**src/rtl/lbm_stream_sched.sv**
```systemverilog
// Streaming-step scheduler for the D2Q9 LBM core: walks every (cell, direction)
// and issues (source, destination, direction) requests with periodic wrap.
module lbm_stream_sched #(
  parameter int NX = 8,
  parameter int NY = 8,
  parameter int Q  = 9,
  parameter int AW = $clog2(NX*NY)
) (
  input  logic            Clk,
  input  logic            Reset,
  input  logic            Start,
  input  logic [32*Q-1:0] CX,
  input  logic [32*Q-1:0] CY,
  output logic            Req_Valid,
  input  logic            Req_Ready,
  output logic [AW-1:0]   Src_Cell,
  output logic [AW-1:0]   Dst_Cell,
  output logic [3:0]      Dir,
  output logic            Busy,
  output logic            Done
);

  localparam int XW = (NX > 1) ? $clog2(NX) : 1;
  localparam int YW = (NY > 1) ? $clog2(NY) : 1;

  typedef enum logic [1:0] {IDLE, LOAD, ISSUE, FINISH} state_t;

  state_t state, state_nx;

  logic [XW-1:0]    x_q, x_nx, px, dx;
  logic [YW-1:0]    y_q, y_nx, py, dy;
  logic [3:0]       d_q, d_nx, pd;
  logic signed [1:0] ox_q [Q];
  logic signed [1:0] oy_q [Q];
  logic signed [1:0] ox_dec [Q];
  logic signed [1:0] oy_dec [Q];
  logic signed [1:0] pox, poy;
  logic             hs, last_dir, last_x, last_y;
  logic [AW-1:0]    src_c, dst_c;

  // Only the integer byte's sign matters; fraction bits are consumed here
  // purely so they are not reported as dangling inputs.
  logic frac_unused;
  assign frac_unused = ^{CX, CY};

  function automatic logic signed [1:0] sgn(input logic [7:0] b);
    if (b == 8'd0)  return 2'b00;
    else if (b[7])  return 2'b11;
    else            return 2'b01;
  endfunction

  always_comb begin
    for (int unsigned i = 0; i < Q; i++) begin
      ox_dec[i] = sgn(CX[32*i+24 +: 8]);
      oy_dec[i] = sgn(CY[32*i+24 +: 8]);
    end
  end

  assign hs       = (state == ISSUE) && Req_Ready;
  assign last_dir = (d_q == 4'(Q-1));
  assign last_x   = (x_q == XW'(NX-1));
  assign last_y   = (y_q == YW'(NY-1));

  // Payload is registered one step ahead: in LOAD it is built for (0,0,0)
  // from the offsets being latched, otherwise for the post-handshake position.
  always_comb begin
    d_nx = last_dir ? '0 : d_q + 4'd1;
    x_nx = last_dir ? (last_x ? '0 : x_q + 1'b1) : x_q;
    y_nx = (last_dir && last_x) ? (last_y ? '0 : y_q + 1'b1) : y_q;
    if (state == LOAD) begin
      px  = '0;
      py  = '0;
      pd  = '0;
      pox = ox_dec[0];
      poy = oy_dec[0];
    end else begin
      px  = x_nx;
      py  = y_nx;
      pd  = d_nx;
      pox = ox_q[pd];
      poy = oy_q[pd];
    end
    case (pox)
      2'b01:   dx = (px == XW'(NX-1)) ? '0 : px + 1'b1;
      2'b11:   dx = (px == '0) ? XW'(NX-1) : px - 1'b1;
      default: dx = px;
    endcase
    case (poy)
      2'b01:   dy = (py == YW'(NY-1)) ? '0 : py + 1'b1;
      2'b11:   dy = (py == '0) ? YW'(NY-1) : py - 1'b1;
      default: dy = py;
    endcase
    src_c = AW'(py) * AW'(NX) + AW'(px);
    dst_c = AW'(dy) * AW'(NX) + AW'(dx);
  end

  always_comb begin
    state_nx  = state;
    Req_Valid = 1'b0;
    Busy      = 1'b0;
    Done      = 1'b0;
    case (state)
      IDLE:   if (Start) state_nx = LOAD;
      LOAD: begin
        Busy     = 1'b1;
        state_nx = ISSUE;
      end
      ISSUE: begin
        Busy      = 1'b1;
        Req_Valid = 1'b1;
        if (hs && last_dir && last_x && last_y) state_nx = FINISH;
      end
      FINISH: begin
        Done     = 1'b1;
        state_nx = IDLE;
      end
      default: state_nx = IDLE;
    endcase
  end

  always_ff @(posedge Clk or negedge Reset) begin
    if (!Reset) begin
      state    <= IDLE;
      x_q      <= '0;
      y_q      <= '0;
      d_q      <= '0;
      Src_Cell <= '0;
      Dst_Cell <= '0;
      Dir      <= '0;
      for (int unsigned i = 0; i < Q; i++) begin
        ox_q[i] <= '0;
        oy_q[i] <= '0;
      end
    end else begin
      state <= state_nx;
      if (state == LOAD) begin
        for (int unsigned i = 0; i < Q; i++) begin
          ox_q[i] <= ox_dec[i];
          oy_q[i] <= oy_dec[i];
        end
        x_q <= '0;
        y_q <= '0;
        d_q <= '0;
      end else if (hs) begin
        x_q <= x_nx;
        y_q <= y_nx;
        d_q <= d_nx;
      end
      if (state == LOAD || hs) begin
        Src_Cell <= src_c;
        Dst_Cell <= dst_c;
        Dir      <= pd;
      end
    end
  end

endmodule
```
**config.mk**
```make
export PLATFORM = sky130hd
export DESIGN_NAME = lbm_stream_sched
export DESIGN_NICKNAME = d
export VERILOG_FILES = /design/src/rtl/lbm_stream_sched.sv
export SDC_FILE = /design/constraint.sdc
export NUM_CORES = 1
export LEC_CHECK = 0
export BUFFER_PORTS_ARGS = -buffer_cell sky130_fd_sc_hd__buf_2
export CAP_MARGIN = 25
export CORE_AREA = 2 2 230 232
export CTS_CLUSTER_SIZE = 20
export DETAILED_ROUTE_END_ITERATION = 8
export DIE_AREA = 0 0 232 234
export SLEW_MARGIN = 20
export SYNTH_ARGS = -nofsm -noshare
export SYNTH_HDL_FRONTEND = slang
export SYNTH_SLANG_ARGS = --single-unit
export TNS_END_PERCENT = 50
```
**constraint.sdc**
```tcl
create_clock -name Clk -period 2.9 [get_ports Clk]
set_input_delay 0.87 -clock Clk [delete_from_list [all_inputs] [get_ports Clk]]
set_output_delay 0.87 -clock Clk [all_outputs]
set_load 0.02 [all_outputs]
```
-- Word-level counts from Yosys, hierarchy flattened
Index checks and enable logic that the tools add are counted.
- add/subtract/negate cells: 9
- $lt $le $gt $ge: 1
- equal/unequal tests: 14
- muxes and demuxes: 70
- bitwise operators: 1
- reduce and logical (&&, ||, !) cells: 30
- operators with widths (operator ; count):
    zero test 8 bit ; 18
    2-to-1 mux 2 bit ; 44
    2-to-1 mux 3 bit ; 14
    binary-select mux 2 bit (select 4 bit) ; 2
    2-to-1 mux 4 bit ; 4
    adder 3 x 1 -> 3 bit, second input constant ; 4
    adder 6 x 3 -> 6 bit ; 2
    == test 3 bit, second input constant ; 4
    case mux 3 bit (2 select lines) ; 2
    == test 2 bit, second input constant ; 4
    case mux 2 bit (4 select lines) ; 1
    == test 2 x 1 -> 1 bit, second input constant ; 3
    zero test 3 bit ; 2
    subtractor 3 x 1 -> 3 bit, second input constant ; 2
    >= comparator 5 bit, second input constant ; 1
    logical AND 1 bit ; 5
    NOT 4 -> 5 bit ; 1
    adder 4 x 1 -> 4 bit, second input constant ; 1
    == test 4 bit, second input constant ; 1
    2-to-1 mux 1 bit ; 3
    zero test 2 bit ; 1
    != test 2 x 1 -> 1 bit, second input constant ; 1
    != test 2 bit, second input constant ; 1
    AND reduction 2 bit ; 1
    3 further kinds ; 3
- register bits after elaboration: 64

-- Longest topological paths before layout
Gate-level depths: netlist (run 1).
- word-level depth: 10
- mapped depth: 13

-- Worst setup path before layout (run 1)
Ideal clock, no wire load.
- path kind: register to register
- start point: register, netlist name Dir[0]
- end point: register Dst_Cell[2]
- library setup time: 0.118 ns
- arrival time: 2.517 ns
- slack: 0.265 ns
- cell stages (with the launch flop): 13
- buffers on the path: 0
- path through: dfrtp_1 inv_1 ha_1 nand3b_2 or3_1 a21o_1 inv_1 ha_1 ha_1 nor3b_1 mux2i_1 a31oi_1 a21o_1
- RTL lines (item ; line ; RTL):
    end signal: assignment ; 151 ; Dst_Cell <= dst_c;
    end: declaration ; 17 ; output logic [AW-1:0] Dst_Cell,

==> results.cfg, run 1 <==
[final_layout]
drive_gt1_share_pct = 40.26
antennaDiodeCount = 0
nets = 1145
post-route-cell-area_sq_um = 5404
nFillCells = 6007
areaGrowthSynthToFinish_pct = 55.14
final_cells = 1237
finish.utilization_pct = 10.39

[floorplanning]
die_width_microns = 232
die_y_microns = 234
core_area_sq_um = 52020
die_area_sq_um = 54290
num_io_pins = 599
num_rows = 84
start_util_pct = 6.696

[placement]
placedInstanceArea_sq_um = 5239
post-dp-hpwl_microns = 11920
pre_cts_slack_ns = 0.1443
numPortBuffers = 166
place_congestion = 0.8393
placedCellCount = 1229

[cts]
cts_tree = built
cts_made_buffers = 5
clk_pin_slew_ns = 0.08
cts_hold_buf = 0
clock_latency_ns = 0.32
htreeDepth = 2
cts.path.max_buffers = 2
root_buffer = clkbuf_16
cts.sink_count = 54

[outcome]
status = completed

[worst_setup_path]
worstPathMaxFanout = 6
ff2ff_setup_slack_ns = 0.15
worst_r2r_path_depth = 11
worst_r2r_endpoint = Dst_Cell[2]
worst_setup_path_end_kind = flip-flop
r2r_start = Src_Cell[0]
crit_path_start_kind = flip-flop
cp.arrival_ns = 2.96
path_class = flip-flop to flip-flop
critPathRequiredTime_ns = 3.11

[yosys]
synth-seq-area-share_pct = 38.79
postSynthCellCount = 375
synth-edff-count = 0
synthSimpleGateAreaFrac_pct = 21.80
yosysUniqueCellTypes = 61
synth_top_area_share_pct = 38.79
synthMuxAreaShare_pct = 11.03
post-synth-top-area-cell = dfrtp_1
ys_ff_latch = 54
mappedNetlistArea_sq_um = 3483
avgSynthCellArea_sq_um = 9.289
synth_top_family_by_area = simple AND/OR/NAND/NOR gates
synthFlopType = dfrtp_1
synth_area_leaders = dfrtp_1, ha_1, nor4_1, mux2_2, mux2i_1
ys_warn_count = 0
synth-xor-area-share_pct = 0
synthAdderAreaFrac_pct = 6.106
syn_nets = 972
async_flop_share_pct = 100.0
synth_compound_area_share_pct = 18.89

[global_routing]
grt_max_degree = 42
antenna_found_initial = 0
grt_use_total_pct = 4.982
grt_pass1_vias = 3471
overflow = 0
grt_pass1_wl_microns = 20470

[hold_path]
min_path_type = flip-flop to flip-flop
min_to = ox_q[16]
min_path_cells = 2
holdCritStartpoint = ox_q[16]

[power]
p_leak_nw = 2.230
p_total_mw = 4.146
ir_drop_uv = 267.8
powerDensity_nw_per_um2 = 767.2

[timing]
whs_ns = 0.5063
maxSlewViolCount = 0
timing.slew.headroom_pct = 56.27
skew_ns = 0.01661
finalCritPeriodShare_pct = 94.72
layout_min_cycle_time_ns = 2.747
fin_ws_ns = 0.1532
finalSetupTns_ns = 0
worst_slew_pin_slew_ns = 0.6560
max_freq_mhz = 364.1
finalSetupViolations = 0
finalHoldViolCount = 0
grt_setup_unrepaired = no

[routing]
vias = 3694
first_pass_iters = 4
drt-initial-drc-count = 230
drc = 0
drtAntennaViolNets = 0
routed_via_density = 2.986
routed_wl_microns = 13890
wl_per_cell_microns = 11.23

[flow_run]
cap_violations = 0
[final cells by class]
class | instances | area, sq um | area share, %
multi-input cells | 292 | 2042 | 37.79
flip-flops and latches | 54 | 1351 | 25.01
repair buffers | 182 | 950.9 | 17.60
well taps | 688 | 860.8 | 15.93
clock buffers | 5 | 125.1 | 2.315
inverters | 13 | 48.80 | 0.9030
clock inverters | 3 | 25.02 | 0.4631
[timing repair]
action,CTS,global route
endpoints found under the hold margin,0,0
resized for setup,0,3
buffers inserted,0,0
endpoints found under the setup margin,0,5
[routing by layer]
metal / GRT usage (%) / up-vias / wire (microns)
met5: 0 / - / 0
met4: 1.042 / 0 / 139
met3: 1.034 / 11 / 911
met2: 8.899 / 167 / 7056
met1: 6.143 / 1744 / 5780
li1: - / 1772 / -
[state kept, by name (all words and copies together) (netlist names)]
register and flops:
Dir 4, state 2, Src_Cell 6, Dst_Cell 6, oy_q 18, ox_q 18
[cells by family after synthesis]
| group | count (synthesis) |
|---|---|
| AO/OA/AOI/OAI | 94 |
| adder cells (fa/ha/maj) | 17 |
| buffers and inverters | 29 |
| flip-flops | 54 |
| multiplexers | 36 |
| AND/OR/NAND/NOR | 145 |
[report_power, final]
| part | internal (mW) | total [mW] | switching (mW) |
|---|---|---|---|
| Combinational | 0.957 | 2.38 | 1.42 |
| Clock | 0.326 | 0.637 | 0.311 |
| Sequential | 0.980 | 1.13 | 0.151 |
[worst max path at each step]
stage / cells past startpoint / to / start
floorplan: 12 / Dst_Cell[2] / Dir[0]
global placement: 8 / Dst_Cell[4] / Dir[0]
detailed placement: 12 / Dst_Cell[2] / Dir[0]
CTS: 12 / Dst_Cell[2] / Dir[0]
global route: 11 / Dst_Cell[2] / Dir[0]
finish: 11 / Dst_Cell[2] / Src_Cell[0]
[worst max-delay path, cell delays in order, from the launching register on]
cell,delay (ns)
dfrtp_1,0.44
ha_1,0.22
ha_1,0.24
or3_1,0.39
a21o_1,0.24
ha_1,0.26
nor2_1,0.18
mux2_2,0.19
nor2_1,0.04
mux2i_1,0.14
a31oi_1,0.13
a21o_1,0.18
[layout by cell type, fill, tap and decap left out, drive strengths merged, types with 17 or more instances in the layout]
cell     n
mux2    19
nand2   28
nor4    34
dfrtp   54
o21ai   23
buf    182
ha      17
mux2i   17
a31oi   20
nor2    39
[cell usage after synthesis, types with 2 or more instances]
cell type / n
a211o_1: 3
a211oi_1: 3
a21o_1: 5
a21oi_1: 13
a311o_1: 2
a311oi_1: 2
a31oi_1: 20
a32o_1: 2
and2_1: 4
and3_1: 3
and3b_1: 2
buf_1: 3
buf_2: 4
clkbuf_1: 8
dfrtp_1: 54
ha_1: 17
inv_1: 12
mux2_2: 18
mux2i_1: 17
nand2_1: 27
nand2b_1: 4
nand3_1: 4
nand4_1: 3
nand4b_1: 2
nor2_1: 39
nor2b_1: 6
nor3_1: 4
nor3b_1: 3
nor4_1: 34
o211ai_1: 3
o21ai_0: 18
o21ai_1: 5
or3_1: 3
No activity file was read; power rests on OpenSTA's default activity.
==> inputs of run 2 (changes only) <==
--- a/config.mk
+++ b/config.mk
@@ -7,10 +7,10 @@
 export LEC_CHECK = 0
 export BUFFER_PORTS_ARGS = -buffer_cell sky130_fd_sc_hd__buf_2
 export CAP_MARGIN = 25
-export CORE_AREA = 2 2 230 232
+export CORE_AREA = 2 2 236 238
 export CTS_CLUSTER_SIZE = 20
 export DETAILED_ROUTE_END_ITERATION = 8
-export DIE_AREA = 0 0 232 234
+export DIE_AREA = 0 0 238 240
 export SLEW_MARGIN = 20
 export SYNTH_ARGS = -nofsm -noshare
 export SYNTH_HDL_FRONTEND = slang
==> constraint.sdc (replaced) <==
create_clock -name Clk -period 3.17 [get_ports Clk]
set_input_delay 0.951 -clock Clk [delete_from_list [all_inputs] [get_ports Clk]]
set_output_delay 0.951 -clock Clk [all_outputs]
set_load 0.02 [all_outputs]
==> run 2 against run 1 <==
- setup slack improved by 0.075 ns
- via count rose by 0.19%
- utilization shrank 0.62 points
- non-clock buffer count fell by 10
- power decreased by 10%
- worst hold slack worse by 0.022 ns
- first-iteration DRC count shrank 26%
- global-route usage decreased by 0.21 points
- routed wire length rose by 2.9%
- final cell count is 0.49% higher
- sequential share of layout area grew 0.31 points
- critical endpoint is now Dst_Cell[1]
==> results.cfg, run 2 (same netlist as run 1, synthesis figures left out) <==
[placement]
numPortBuffers = 166
post-dp-hpwl_microns = 12100
placedInstanceArea_sq_um = 5184
place_congestion = 0.8053

[timing]
finalSetupTns_ns = 0
maxSlewViolCount = 0
finalSetupViolations = 0
worst_slew_pin_slew_ns = 0.7415
max_freq_mhz = 339.9
grt_setup_unrepaired = no
finalHoldViolCount = 0
timing.slew.headroom_pct = 50.57
finalCritPeriodShare_pct = 92.80
skew_ns = 0.01348
layout_min_cycle_time_ns = 2.942

[power]
p_leak_nw = 2.180
ir_drop_uv = 289.1
seqPwrFrac_pct = 28.4
power.internal_mw = 2.000
net-switching-power_mw = 1.722
power_frac_clock_pct = 16.0
powerDensity_nw_per_um2 = 697.3
swShare_pct = 46.27
power.share.combinational_pct = 55.7

[routing]
wl_per_cell_microns = 11.50
drt-initial-drc-count = 171
drc = 0
first_pass_iters = 4
drtAntennaViolNets = 0
vias = 3701
routed_via_density = 2.977
routed_wl_microns = 14290

[floorplanning]
die_y_microns = 240
num_rows = 86
num_io_pins = 599
die_width_microns = 238
core_area_sq_um = 54660
start_util_pct = 6.372
die_area_sq_um = 57120

[global_routing]
grt_pass1_wl_microns = 20560
grt_pass1_vias = 3468
overflow = 0
grt_use_total_pct = 4.772
antenna_found_initial = 0
grt_max_degree = 55

[cts]
cts.sink_count = 54
cts_hold_buf = 0
root_buffer = clkbuf_16
post_cts_resized = 0
clk_pin_slew_ns = 0.08
clock_latency_ns = 0.31
post-cts-setup-buffers = 0
cts.path.max_buffers = 2
htreeDepth = 2
cts_made_buffers = 5
cts_tree = built

[hold_path]
min_path_cells = 1
min_path_type = flip-flop to flip-flop
min_to = Dst_Cell[2]
holdCritStartpoint = Dst_Cell[2]

[worst_setup_path]
critPathRequiredTime_ns = 3.37
startpoint = Dir[1]
crit_path_start_kind = flip-flop
r2r_start = Dir[1]
worst_r2r_endpoint = Dst_Cell[1]
ff2ff_setup_slack_ns = 0.23
worstPathMaxFanout = 7
cp.arrival_ns = 3.14
path_class = flip-flop to flip-flop
worst_r2r_path_depth = 11
worst_setup_path_end_kind = flip-flop

[final_layout]
final_common_cell = buf_2
drive_gt1_share_pct = 38.78
areaGrowthSynthToFinish_pct = 53.23
reg.largest.list = ox_q x18, oy_q x18
post-route-cell-area_sq_um = 5338
antennaDiodeCount = 0
mostFrequentLayoutCells = buf_2, dfrtp_1, nor2_1
nets = 1135

[outcome]
status = completed

[flow_run]
cap_violations = 0
[run 2: changes by cell type in the layout (fill, tap and decap cells not counted), sizes merged]
cell / previous run / this run
buf: 182 / 172
clkinvlp: 1 / 0
inv: 14 / 15
[run 2: cell type report]
class,count,area [sq um]
clock inverters,3,28.78
inverters,13,48.80
multi-input cells,292,2027
flip-flops and latches,54,1351
repair buffers,172,875.8
well taps,704,880.8
clock buffers,5,125.1
fillers,6302,49320
[run 2: stage by stage]
step | util (%) | instances | setup slack (ns) | hold slack (ns) | power (mW)
2_1_floorplan | - | 375 | 0.5345 | 0.4594 | 2.432
3_3_place_gp | 9.483 | 1235 | 0.3901 | 0.4681 | 3.100
3_5_place_dp | 9.483 | 1235 | 0.2362 | 0.4696 | 3.164
4_1_cts | 9.765 | 1243 | 0.2277 | 0.4893 | 3.774
5_1_grt | 9.765 | 1243 | 0.06813 | 0.5039 | 4.003
6_report | 9.765 | 1243 | 0.2282 | 0.4847 | 3.722
[run 2: routing by layer]
layer / share of wire, % / up-vias / wire, microns / global-route usage, %
met5: 0 / - / 0 / 0
li1: - / 1746 / - / -
met3: 8.1 / 2 / 1154 / 1.068
met1: 41 / 1746 / 5838 / 5.816
met4: 0.17 / 0 / 24 / 0.6250
met2: 51 / 207 / 7273 / 8.736
[run 2: worst max-delay path by stage]
| stage | to | slack [ns] | cells after the start |
|---|---|---|---|
| floorplan | Dst_Cell[2] | 0.53 | 12 |
| global placement | Dst_Cell[3] | 0.39 | 9 |
| detailed placement | Dst_Cell[1] | 0.24 | 11 |
| CTS | Dst_Cell[1] | 0.23 | 11 |
| global route | Dst_Cell[1] | 0.07 | 11 |
| finish | Dst_Cell[1] | 0.23 | 11 |
[run 2: critical path: stages, from the launching register on]
cell and delay, ns:
dfrtp_1 0.45, inv_1 0.08, ha_1 0.31, nand3b_2 0.26
or3_1 0.38, a21o_1 0.23, ha_1 0.36, nor2b_1 0.17
o221ai_1 0.16, o21ai_0 0.11, a31oi_1 0.24, nor2_1 0.07
[run 2: power groups by stage]
stage / registers [mW] / logic [mW] / clock network, mW
2_1_floorplan: 1.08 / 1.35 / 0
3_3_place_gp: 1.06 / 2.04 / 0
3_5_place_dp: 1.07 / 2.10 / 0
4_1_cts: 1.06 / 2.10 / 0.615
5_1_grt: 1.08 / 2.28 / 0.641
6_report: 1.06 / 2.07 / 0.595
==> inputs of run 3 (changes only) <==
--- a/config.mk
+++ b/config.mk
@@ -7,10 +7,10 @@
 export LEC_CHECK = 0
 export BUFFER_PORTS_ARGS = -buffer_cell sky130_fd_sc_hd__buf_2
 export CAP_MARGIN = 25
-export CORE_AREA = 2 2 236 238
+export CORE_AREA = 2 2 230 232
 export CTS_CLUSTER_SIZE = 20
 export DETAILED_ROUTE_END_ITERATION = 8
-export DIE_AREA = 0 0 238 240
+export DIE_AREA = 0 0 232 234
 export SLEW_MARGIN = 20
 export SYNTH_ARGS = -nofsm -noshare
 export SYNTH_HDL_FRONTEND = slang
==> constraint.sdc (replaced) <==
create_clock -name Clk -period 2.4 [get_ports Clk]
set_input_delay 0.72 -clock Clk [delete_from_list [all_inputs] [get_ports Clk]]
set_output_delay 0.72 -clock Clk [all_outputs]
set_load 0.02 [all_outputs]
==> run 3 against run 2 <==
- the flow now finishes with violations (negative setup slack)
- sequential power up 29%
- final cell count is 3.2% higher
- first-iteration DRC count is 16% lower
- power rose by 57%
- die area shrank 5.0%
- global-route usage rose by 0.86 points
- utilization grew 1.8 points
- combinational power up 71%
- design area grew 12%
- non-clock buffer count is 56 higher
- critical endpoint is now Dst_Cell[0]
- largest power group unchanged
- highest routed layer unchanged
==> results.cfg, run 3 (same netlist as run 1, synthesis figures left out) <==
[outcome]
status = complete, but fails checks
violations = negative setup slack

[power]
net-switching-power_mw = 2.526
powerDensity_nw_per_um2 = 974.0
ir_drop_uv = 328.5
power.internal_mw = 3.311
p_leak_nw = 2.482
power.share.combinational_pct = 60.6
seqPwrFrac_pct = 23.5
power_frac_clock_pct = 15.9
swShare_pct = 43.27

[global_routing]
grt_pass1_vias = 3819
antenna_found_initial = 0
grt_max_degree = 55
grt_pass1_wl_microns = 22590
overflow = 0
grt_use_total_pct = 5.629

[floorplanning]
num_rows = 84
die_width_microns = 232
core_area_sq_um = 52020
num_io_pins = 599
die_area_sq_um = 54290
start_util_pct = 6.696
die_y_microns = 234

[worst_setup_path]
slowest_stage = a311oi_4
path_class = flip-flop to flip-flop
critPathBufInv = 3
worst_setup_path_end_kind = flip-flop
worst_r2r_path_depth = 11
ff2ff_setup_slack_ns = -0.21
cp.arrival_ns = 2.82
worst_r2r_endpoint = Dst_Cell[0]
path_delay_family = compound AO/OA/AOI/OAI gates
r2r_start = Dir[0]
cpPeakStageDelay_ns = 0.47
crit_path_start_kind = flip-flop
critPathRequiredTime_ns = 2.61
path_common_cell = buf_6
worstPathCellList = inv_2, ha_4, buf_6, buf_6, a21bo_4, o21a_4, a311o_1, a311oi_4, or3_1, nand3_1, and3_1
worstPathMaxFanout = 7

[routing]
drtAntennaViolNets = 0
drt-initial-drc-count = 144
drc = 0
routed_wl_microns = 15730
vias = 3857
routed_via_density = 3.006
wl_per_cell_microns = 12.26
first_pass_iters = 4

[cts]
root_buffer = clkbuf_16
htreeDepth = 2
clock_latency_ns = 0.32
cts_made_buffers = 5
cts_tree = built
clk_pin_slew_ns = 0.09
cts.sink_count = 54
cts.path.max_buffers = 2

[flow_run]
cap_violations = 0

[timing]
maxSlewViolCount = 0
worst_slew_pin_slew_ns = 0.7063
skew_ns = 0.01075
finalSetupViolations = 4
fin_ws_ns = -0.2092
finalHoldViolCount = 0
finalSetupTns_ns = -0.5632
layout_min_cycle_time_ns = 2.609
finalCritPeriodShare_pct = 108.7
timing.slew.headroom_pct = 52.48
grt_setup_unrepaired = yes
max_freq_mhz = 383.3

[placement]
placedInstanceArea_sq_um = 5520
numPortBuffers = 166
place_congestion = 0.7721
placedCellCount = 1258
post-dp-hpwl_microns = 12750

[hold_path]
min_path_type = input port to async pin

[final_layout]
areaGrowthSynthToFinish_pct = 72.02
final_cells = 1283
post-route-cell-area_sq_um = 5992
final_common_cell = buf_2
antennaDiodeCount = 0
nFillCells = 5980
mostFrequentLayoutCells = buf_2, buf_4, dfrtp_1
drive_gt1_share_pct = 49.92
reg.largest.list = ox_q x18, oy_q x18
finish.utilization_pct = 11.52
nets = 1191
==> run 3: cell count changes in the layout (fill, tap and decap cells not counted), sizes merged <==
cell    previous run  this run
buf              172       228
inv               15        14
bufinv             0         1
==> run 3: area by class of cell <==
cell class              instances  area (sq um)  area share [%]
multi-input cells             292          2225           37.13
flip-flops and latches         54          1358           22.66
repair buffers                228          1328           22.15
well taps                     688         860.8           14.37
clock buffers                   5         125.1           2.088
inverters                      13         48.80          0.8144
clock inverters                 3         47.55          0.7935
==> run 3: what timing repair did <==
action                                  CTS  global route
pin swaps                                10            27
setup buffers                            10             9
gates resized for setup                   7            32
endpoints found under the setup margin    4             6
hold buffers                              0             0
==> run 3: through the flow <==
stage          power [mW]  hold WS (ns)  setup WS [ns]
2_1_floorplan       3.269        0.4244       -0.03823
3_3_place_gp        4.532        0.4707       -0.09447
3_5_place_dp        4.592        0.4797        -0.1507
4_1_cts             5.668        0.4101       -0.08395
5_1_grt             6.280        0.4161        -0.2653
6_report            5.836        0.3815        -0.2092
==> run 3: how the worst max path moves through the flow <==
stage	cells after the start	startpoint	endpoint	slack, ns
CTS	10	Dir[0]	Dst_Cell[0]	-0.08
detailed placement	13	Dir[1]	Dst_Cell[2]	-0.15
global route	11	Dir[0]	Dst_Cell[0]	-0.27
finish	11	Dir[0]	Dst_Cell[0]	-0.21
global placement	12	Dir[1]	Dst_Cell[2]	-0.09
floorplan	12	Dir[0]	Dst_Cell[2]	-0.04
==> run 3: power groups by stage <==
stage	Sequential, mW	Combinational [mW]	Clock [mW]
CTS	1.37	3.32	0.972
global route	1.42	3.86	1.00
global placement	1.38	3.15	0
finish	1.37	3.54	0.926
detailed placement	1.39	3.20	0
floorplan	1.43	1.84	0
==> run 3: metal layers <==
metal / track usage [%] / vias to the layer above / wire (microns)
met1: 7.129 / 1814 / 7014
met4: 1.542 / 0 / 364
li1: - / 1860 / -
met5: 0 / - / 0
met2: 9.506 / 165 / 7433
met3: 1.350 / 18 / 912
